==> src/rtl/cordic_div_arbiter.sv <==
// Round-robin arbiter sharing one CORDIC linear-mode divider among NUM_REQ requesters.
// Optional macro CORDIC_DIVZ_BYPASS_EN: zero-divisor requests are answered directly (saturated, err).
module cordic_div_arbiter #(
    parameter int unsigned NUM_REQ = 4,
    parameter int unsigned DATA_W  = 8,
    parameter int unsigned ID_W    = 2,
    parameter int unsigned TIMEOUT = 32
) (
    input  logic                      clk,
    input  logic                      rst_n,
    input  logic [NUM_REQ-1:0]        req_valid,
    output logic [NUM_REQ-1:0]        req_ready,
    input  logic [NUM_REQ*DATA_W-1:0] req_dividend,
    input  logic [NUM_REQ*DATA_W-1:0] req_divisor,
    output logic                      div_start,
    output logic [DATA_W-1:0]         div_dividend,
    output logic [DATA_W-1:0]         div_divisor,
    input  logic                      div_done,
    input  logic [DATA_W-1:0]         div_q,
    output logic                      rsp_valid,
    input  logic                      rsp_ready,
    output logic [ID_W-1:0]           rsp_id,
    output logic [DATA_W-1:0]         rsp_q,
    output logic                      rsp_err
);

    localparam int unsigned WDOG_W = (TIMEOUT > 2) ? $clog2(TIMEOUT) : 1;

    typedef enum logic [1:0] {
        StIdle,
        StIssue,
        StWait,
        StResp
    } state_e;

    state_e              state_q, state_d;
    logic [ID_W-1:0]     rr_q, rr_d;
    logic [ID_W-1:0]     gid_q, gid_d;
    logic [WDOG_W-1:0]   wdog_q, wdog_d;
    logic [DATA_W-1:0]   dvd_q, dvd_d;
    logic [DATA_W-1:0]   dvs_q, dvs_d;
    logic [DATA_W-1:0]   rq_q, rq_d;
    logic                rerr_q, rerr_d;

    logic                grant_found;
    logic [ID_W-1:0]     grant_idx;
    logic [ID_W-1:0]     cand;
    logic [DATA_W-1:0]   sel_dividend;
    logic [DATA_W-1:0]   sel_divisor;

    // Rotating priority search starting at rr_q.
    always_comb begin
        grant_found = 1'b0;
        grant_idx   = '0;
        cand        = '0;
        for (int k = 0; k < int'(NUM_REQ); k++) begin
            cand = ID_W'((32'(rr_q) + 32'(k)) % NUM_REQ);
            if (!grant_found && req_valid[cand]) begin
                grant_found = 1'b1;
                grant_idx   = cand;
            end
        end
    end

    assign sel_dividend = req_dividend[grant_idx*DATA_W +: DATA_W];
    assign sel_divisor  = req_divisor[grant_idx*DATA_W +: DATA_W];

    always_comb begin
        state_d   = state_q;
        rr_d      = rr_q;
        gid_d     = gid_q;
        wdog_d    = wdog_q;
        dvd_d     = dvd_q;
        dvs_d     = dvs_q;
        rq_d      = rq_q;
        rerr_d    = rerr_q;
        req_ready = '0;
        div_start = 1'b0;

        unique case (state_q)
            StIdle: begin
                if (grant_found) begin
                    req_ready[grant_idx] = 1'b1;
                    gid_d                = grant_idx;
                    dvd_d                = sel_dividend;
                    dvs_d                = sel_divisor;
`ifdef CORDIC_DIVZ_BYPASS_EN
                    if (sel_divisor == '0) begin
                        // Saturate toward the sign of the dividend; divider never launched.
                        rq_d    = sel_dividend[DATA_W-1] ? {1'b1, {(DATA_W-1){1'b0}}}
                                                         : {1'b0, {(DATA_W-1){1'b1}}};
                        rerr_d  = 1'b1;
                        state_d = StResp;
                    end else begin
                        state_d = StIssue;
                    end
`else
                    state_d = StIssue;
`endif
                end
            end
            StIssue: begin
                div_start = 1'b1;
                wdog_d    = '0;
                state_d   = StWait;
            end
            StWait: begin
                wdog_d = wdog_q + WDOG_W'(1);
                // A done arriving on the timeout cycle still wins.
                if (div_done) begin
                    rq_d    = div_q;
                    rerr_d  = 1'b0;
                    state_d = StResp;
                end else if (wdog_q == WDOG_W'(TIMEOUT - 1)) begin
                    rq_d    = '0;
                    rerr_d  = 1'b1;
                    state_d = StResp;
                end
            end
            StResp: begin
                if (rsp_ready) begin
                    rr_d    = (32'(gid_q) == NUM_REQ - 1) ? '0 : gid_q + ID_W'(1);
                    state_d = StIdle;
                end
            end
            default: state_d = StIdle;
        endcase
    end

    always_ff @(posedge clk or negedge rst_n) begin
        if (!rst_n) begin
            state_q <= StIdle;
            rr_q    <= '0;
            gid_q   <= '0;
            wdog_q  <= '0;
            dvd_q   <= '0;
            dvs_q   <= '0;
            rq_q    <= '0;
            rerr_q  <= 1'b0;
        end else begin
            state_q <= state_d;
            rr_q    <= rr_d;
            gid_q   <= gid_d;
            wdog_q  <= wdog_d;
            dvd_q   <= dvd_d;
            dvs_q   <= dvs_d;
            rq_q    <= rq_d;
            rerr_q  <= rerr_d;
        end
    end

    assign div_dividend = dvd_q;
    assign div_divisor  = dvs_q;
    assign rsp_valid    = (state_q == StResp);
    assign rsp_id       = gid_q;
    assign rsp_q        = rq_q;
    assign rsp_err      = rerr_q;

endmodule

==> config.mk <==
export PLATFORM = sky130hd
export DESIGN_NAME = cordic_div_arbiter
export DESIGN_NICKNAME = d
export VERILOG_FILES = /design/src/rtl/cordic_div_arbiter.sv
export SDC_FILE = /design/constraint.sdc
export NUM_CORES = 1
export LEC_CHECK = 0
export BUFFER_PORTS_ARGS = -buffer_cell sky130_fd_sc_hd__buf_4
export CELL_PAD_IN_SITES_DETAIL_PLACEMENT = 1
export CELL_PAD_IN_SITES_GLOBAL_PLACEMENT = 1
export CORE_AREA = 2 2 83 85
export DETAILED_ROUTE_END_ITERATION = 10
export DIE_AREA = 0 0 85 87
export HOLD_SLACK_MARGIN = 0.1
export MAX_ROUTING_LAYER = met4
export PLACE_DENSITY = 0.82
export SYNTH_ARGS = -nofsm -noshare
export SYNTH_HDL_FRONTEND = slang
export SYNTH_SLANG_ARGS = --single-unit
export TNS_END_PERCENT = 20
==> constraint.sdc <==
create_clock -name clk -period 4.7 [get_ports clk]
set_input_delay 0.94 -clock clk [delete_from_list [all_inputs] [get_ports clk]]
set_output_delay 0.94 -clock clk [all_outputs]
set_load 0.02 [all_outputs]
# Word-level counts from Yosys, hierarchy flattened
# Index checks and enable logic that the tools add are counted.
# Widths: inputs -> output; s select.
# classes
addsub	5
n_lt_le_gt_ge	6
n_eq_ne	8
shifts	2
mux	32
n_reduce_logical	14
# ops
op	count
$shiftx 32x6->8	2
$mux 2	9
$mux 8	2
$lt 2x3->1 const B	5
$mux 1	12
$pmux 5 s2	1
$bmux 1 s2	4
$mux 4	2
$pmux 2 s4	1
$eq 2x2->1 const B	3
$reduce_and 2->1	3
$add 5x1->5 const B	1
$eq 5x5->1 const B	1
$add 2x1->2 const B	2
$add 2x2->2 const B	2
$logic_and 1x1->1	4
$reduce_bool 2->1	2
$logic_not 1->1	3
$ne 3x3->1 const B	1
$reduce_and 3->1	1
$demux 1 s2	1
$eq 2x1->1 const B	1
$ge 2x1->1 const B	1
$logic_not 2->1	1
2 further kinds	2
# word_totals
reg_bits	36
input_bits	80
out_inout_bits	33
word_cells	75

# Logic depth before layout (Yosys ltp)
# depth
depth_word	18
mapped_depth	8
depth_no_buf	7

# Least setup slack after synthesis
# Ideal clock, no wire load.
# synth_path
path_type	input to output
startpoint	in req_valid[2]
endpoint	out req_ready[1]
arrival_time_ns	2.294
required_ns	3.760
slack_ns	1.466
cell_stages	6
n_path_buf	2
cell_sequence	mux2i_1 > nor2_2 > a311o_1 > buf_6 > buf_6 > nor3_1
# synth_via
elab_chain_cells	18
elab_cells_between_ends	29
cone_classes	order compare (2); mux (20); reduce/logical (7)
# synth_lines
item	line_no	text
start: declaration	11	input logic [NUM_REQ-1:0] req_valid,
$bmux 1 s2	58	if (!grant_found && req_valid[cand]) begin
$mux 1 (implied by the code)	58	
$mux 1	58	
$logic_not 1->1	58	
$logic_and 1x1->1	58	
$mux 1	58	
$logic_not 1->1	58	
$logic_and 1x1->1	58	
[... 2 more ...]	-	
$logic_and 1x1->1	58	
$mux 2	58	
$lt 2x3->1 (implied by the code) / $ge 2x1->1 (equally long branches)	83	req_ready[grant_idx] = 1'b1;
$logic_and 1x1->1 (implied by the code)	83	
$mux 1 (implied by the code)	83	
$demux 1 s2	83	
$mux 4 (*)	82	if (grant_found) begin
$mux 4 (*)	80	unique case (state_q)
end: declaration	12	output logic [NUM_REQ-1:0] req_ready,
# Mark *: on every way between the ends. The rest lies on a longest branch, timed or not. The select of a mux whose other input is x is not followed.

# Final worst setup path
# layout_path
startpoint	in req_valid[0]
endpoint	out req_ready[0]
# The elaborated chain is that of the path after synthesis.

==> impl_metrics.ini <==
[worst_setup_path]
worstPathArrival_ns = 2.73
worstPathCellList = buf_4 > a21oi_1 > o21a_1 > o22a_1 > nor2_2 > and2_1 > buf_4
crit_path_end_kind = output pin
worstSetupPathType = input pin to output pin
path_delay_family = simple AND/OR/NAND/NOR gates
cp.required_ns = 3.76
cp_max_fo = 17
start_kind = input pin
max_stage_delay_ns = 0.73
critPathBufInv = 2
crit_top_cell = buf_4
cpMaxStageDelayCell = nor2_2

[synthesis]
netlist_area_mm2 = 0.00227
synth_xor_area_share_pct = 0
postSynthCellCount = 225
synthMuxAreaShare_pct = 7.98
synth-compound-area-share_pct = 26.2
ys_ff_latch = 36
synth_top_family_by_area = compound AO/OA/AOI/OAI gates
synth_fp_nets = 312
synth.avg_cell_area_um2 = 10.1
ys_seq_area_share_pct = 39.6
synth_cell_types = 36
ys_warn_count = 0
synth-simple-area-share_pct = 16.3
synthAdderAreaFrac_pct = 3.85

[die]
io_pins = 113
core_mm2 = 0.00657
start_util_pct = 34.6
rows = 30
dieHeight_um = 87
die_w_um = 85
die-area_mm2 = 0.00740

[flow_run]
cap_violations = 0

[clock_network]
h-tree-depth = 2
tritoncts = done
cts_buffers = 5
cts_max_path_buffers = 2
clockRootBuffer = clkbuf_8
postCtsSetupBuffers = 0
cts.sinks = 36
cts_resized = 0
cts_hold_repair.buffers = 0
clk_pin_slew_ns = 0.08
clk_latency_ns = 0.30

[pwr]
cellPowerDensity_mw_per_mm2 = 586
peakVddDrop_uv = 279
clkPwrFrac_pct = 14.7
power_leakage_nw = 1.55
finalPower_mw = 1.90
p_int_mw = 1.06
p_comb_share_pct = 56.6
swShare_pct = 44.3
switchingPower_uw = 840
seq_power_share_pct = 28.7

[final_layout]
syn2layout_area_growth_pct = 42.4
final_nets = 418
fin_cells = 412
nFillCells = 784
final_util_pct = 49.3
drive_gt1_share_pct = 46.4
fin_area_mm2 = 0.00324
ff_latch_area_um2 = 901
n_antenna_cell = 0
multi_input_area_mm2 = 0.00124

[detailed_routing]
dr.first_iter.drc_count = 69
wl_per_cell_um = 17.2
drcViolationCount = 0
final_antenna_net_count = 0
routed_wl_mm = 7.07
first_pass_iters = 4
vias = 2178
viasPerCell = 5.29

[timing]
clock.fmax_mhz = 272
tns_ns = 0
finalCriticalPeriod_ns = 3.67
worst_pin_slew_ns = 0.917
fin_skew_ns = 0.00729
period_share_pct = 78.1
setup_viol = 0
grt_setup_unrepaired = false
maxSlewViolCount = 0
hold_viol = 0
slew_headroom_pct = 38.8

[global_route]
grt_antenna_before_repair = 0
grt_pass1_wl_mm = 11.1
grt_usage_pct = 19.4
grt_remaining_overflow = 0
grt_max_degree = 37
grt_pass1_vias = 2272

[place]
dp.cells = 404
hpwl_mm = 5.33
placed_area_mm2 = 0.00313
gp_congestion = 0.819
io_buffers = 112

[worst_hold_path]
min_path_type = flip-flop to flip-flop

[outcome]
outcome = finished, final reports clean
==> through the flow <==
step | hold slack (ns) | worst slack (ns)
2_1_floorplan | 0.489 | 1.47
3_3_place_gp | 0.490 | 1.11
3_5_place_dp | 0.488 | 1.03
4_1_cts | 0.515 | 1.03
5_1_grt | 0.536 | 0.920
6_report | 0.507 | 1.03
==> cells by family (layout without fill, tap and decap cells) <==
group,count (synthesis),in the layout
adder cells (fa/ha/maj),7,7
AO/OA/AOI/OAI,61,61
AND/OR/NAND/NOR,79,79
multiplexers,18,18
flip-flops,36,36
buffers and inverters,24,131
==> layout make-up <==
type,count,share of cell area (%)
Clock buffer,5,2.13
Timing Repair Buffer,114,26.4
Inverter,9,1.04
Sequential cell,36,27.8
Multi-Input combinational cell,165,38.2
Tap cell,80,3.09
Clock inverter,3,1.31
==> cells in the mapped netlist <==
master / number / share of area, %
dfrtp_1: 36 / 40
nand2_1: 26 / 4.3
a211oi_2: 25 / 14
nor2_1: 18 / 3.0
mux2i_1: 17 / 7.5
nor3_1: 17 / 3.7
inv_1: 9 / 1.5
a22o_1: 8 / 3.1
o21ai_0: 8 / 1.8
a211oi_1: 7 / 2.3
ha_1: 7 / 3.9
clkbuf_1: 6 / 0.99
nand3_1: 5 / 1.1
buf_6: 4 / 2.0
a21oi_1: 3 / 0.66
buf_2: 3 / 0.66
nor2b_1: 3 / 0.83
and2_1: 2 / 0.55
nand2b_1: 2 / 0.55
nor2_2: 2 / 0.55
o21ai_1: 2 / 0.44
a21oi_4: 1 / 0.72
a221oi_1: 1 / 0.39
a311o_1: 1 / 0.44
and3_1: 1 / 0.28
and4bb_1: 1 / 0.55
buf_4: 1 / 0.33
buf_8: 1 / 0.66
mux2_2: 1 / 0.50
nand3b_1: 1 / 0.33
nor4_2: 1 / 0.55
o21a_1: 1 / 0.33
o221ai_4: 1 / 1.2
o22a_1: 1 / 0.39
o31ai_1: 1 / 0.33
o32a_1: 1 / 0.44
==> worst reg2reg max path, stage by stage (launching register included) <==
cell	delay (ns)
dfrtp_1	0.53
mux2i_1	0.15
nor2_2	0.57
a311o_2	0.52
buf_4	0.43
mux2i_1	0.35
a211oi_2	0.10
==> cell usage in the layout, fill, tap and decap left out, types with 8 or more instances in the layout <==
| cell type | count |
|---|---|
| buf_4 | 114 |
| dfrtp_1 | 36 |
| nand2_1 | 26 |
| a211oi_2 | 25 |
| nor2_1 | 18 |
| mux2i_1 | 17 |
| nor3_1 | 17 |
| inv_1 | 9 |
| a22o_1 | 8 |
| o21ai_0 | 8 |
==> routing by layer <==
| metal | wire (µm) | global-route usage, % |
|---|---|---|
| met5 | 0 | - |
| met2 | 3740 | 33.3 |
| met1 | 2880 | 23.0 |
| met4 | 157 | 7.79 |
| met3 | 288 | 2.84 |
==> state kept, by name, summed over array words and instances, names as in the netlist <==
signal        flops
state_q           2
div_dividend      8
div_divisor       8
rsp_id            2
rsp_err           1
rr_q              2
wdog_q            5
rsp_q             8
==> power groups by stage <==
stage	logic, mW	clock network [mW]	registers [mW]
after detailed placement	1.08	0	0.549
after CTS	1.09	0.287	0.546
after floorplan	0.607	0	0.656
after global routing	1.17	0.295	0.563
final	1.07	0.278	0.544
after global placement	1.05	0	0.544
==> final timing paths <==
path	start	to	slack (ns)	cells past startpoint
worst max-delay path	req_valid[0]	req_ready[0]	1.03	7
worst min-delay path	rsp_q[0]	rsp_q[0]	0.51	1
worst max register to register	rr_q[1]	div_dividend[2]	1.91	6
worst min register to register	rsp_q[0]	rsp_q[0]	0.51	1
max in group asynchronous	rst_n	wdog_q[3]	3.75	1
min in group asynchronous	rst_n	div_divisor[3]	0.61	1
Note: power is estimated with default switching activity, not from simulation.
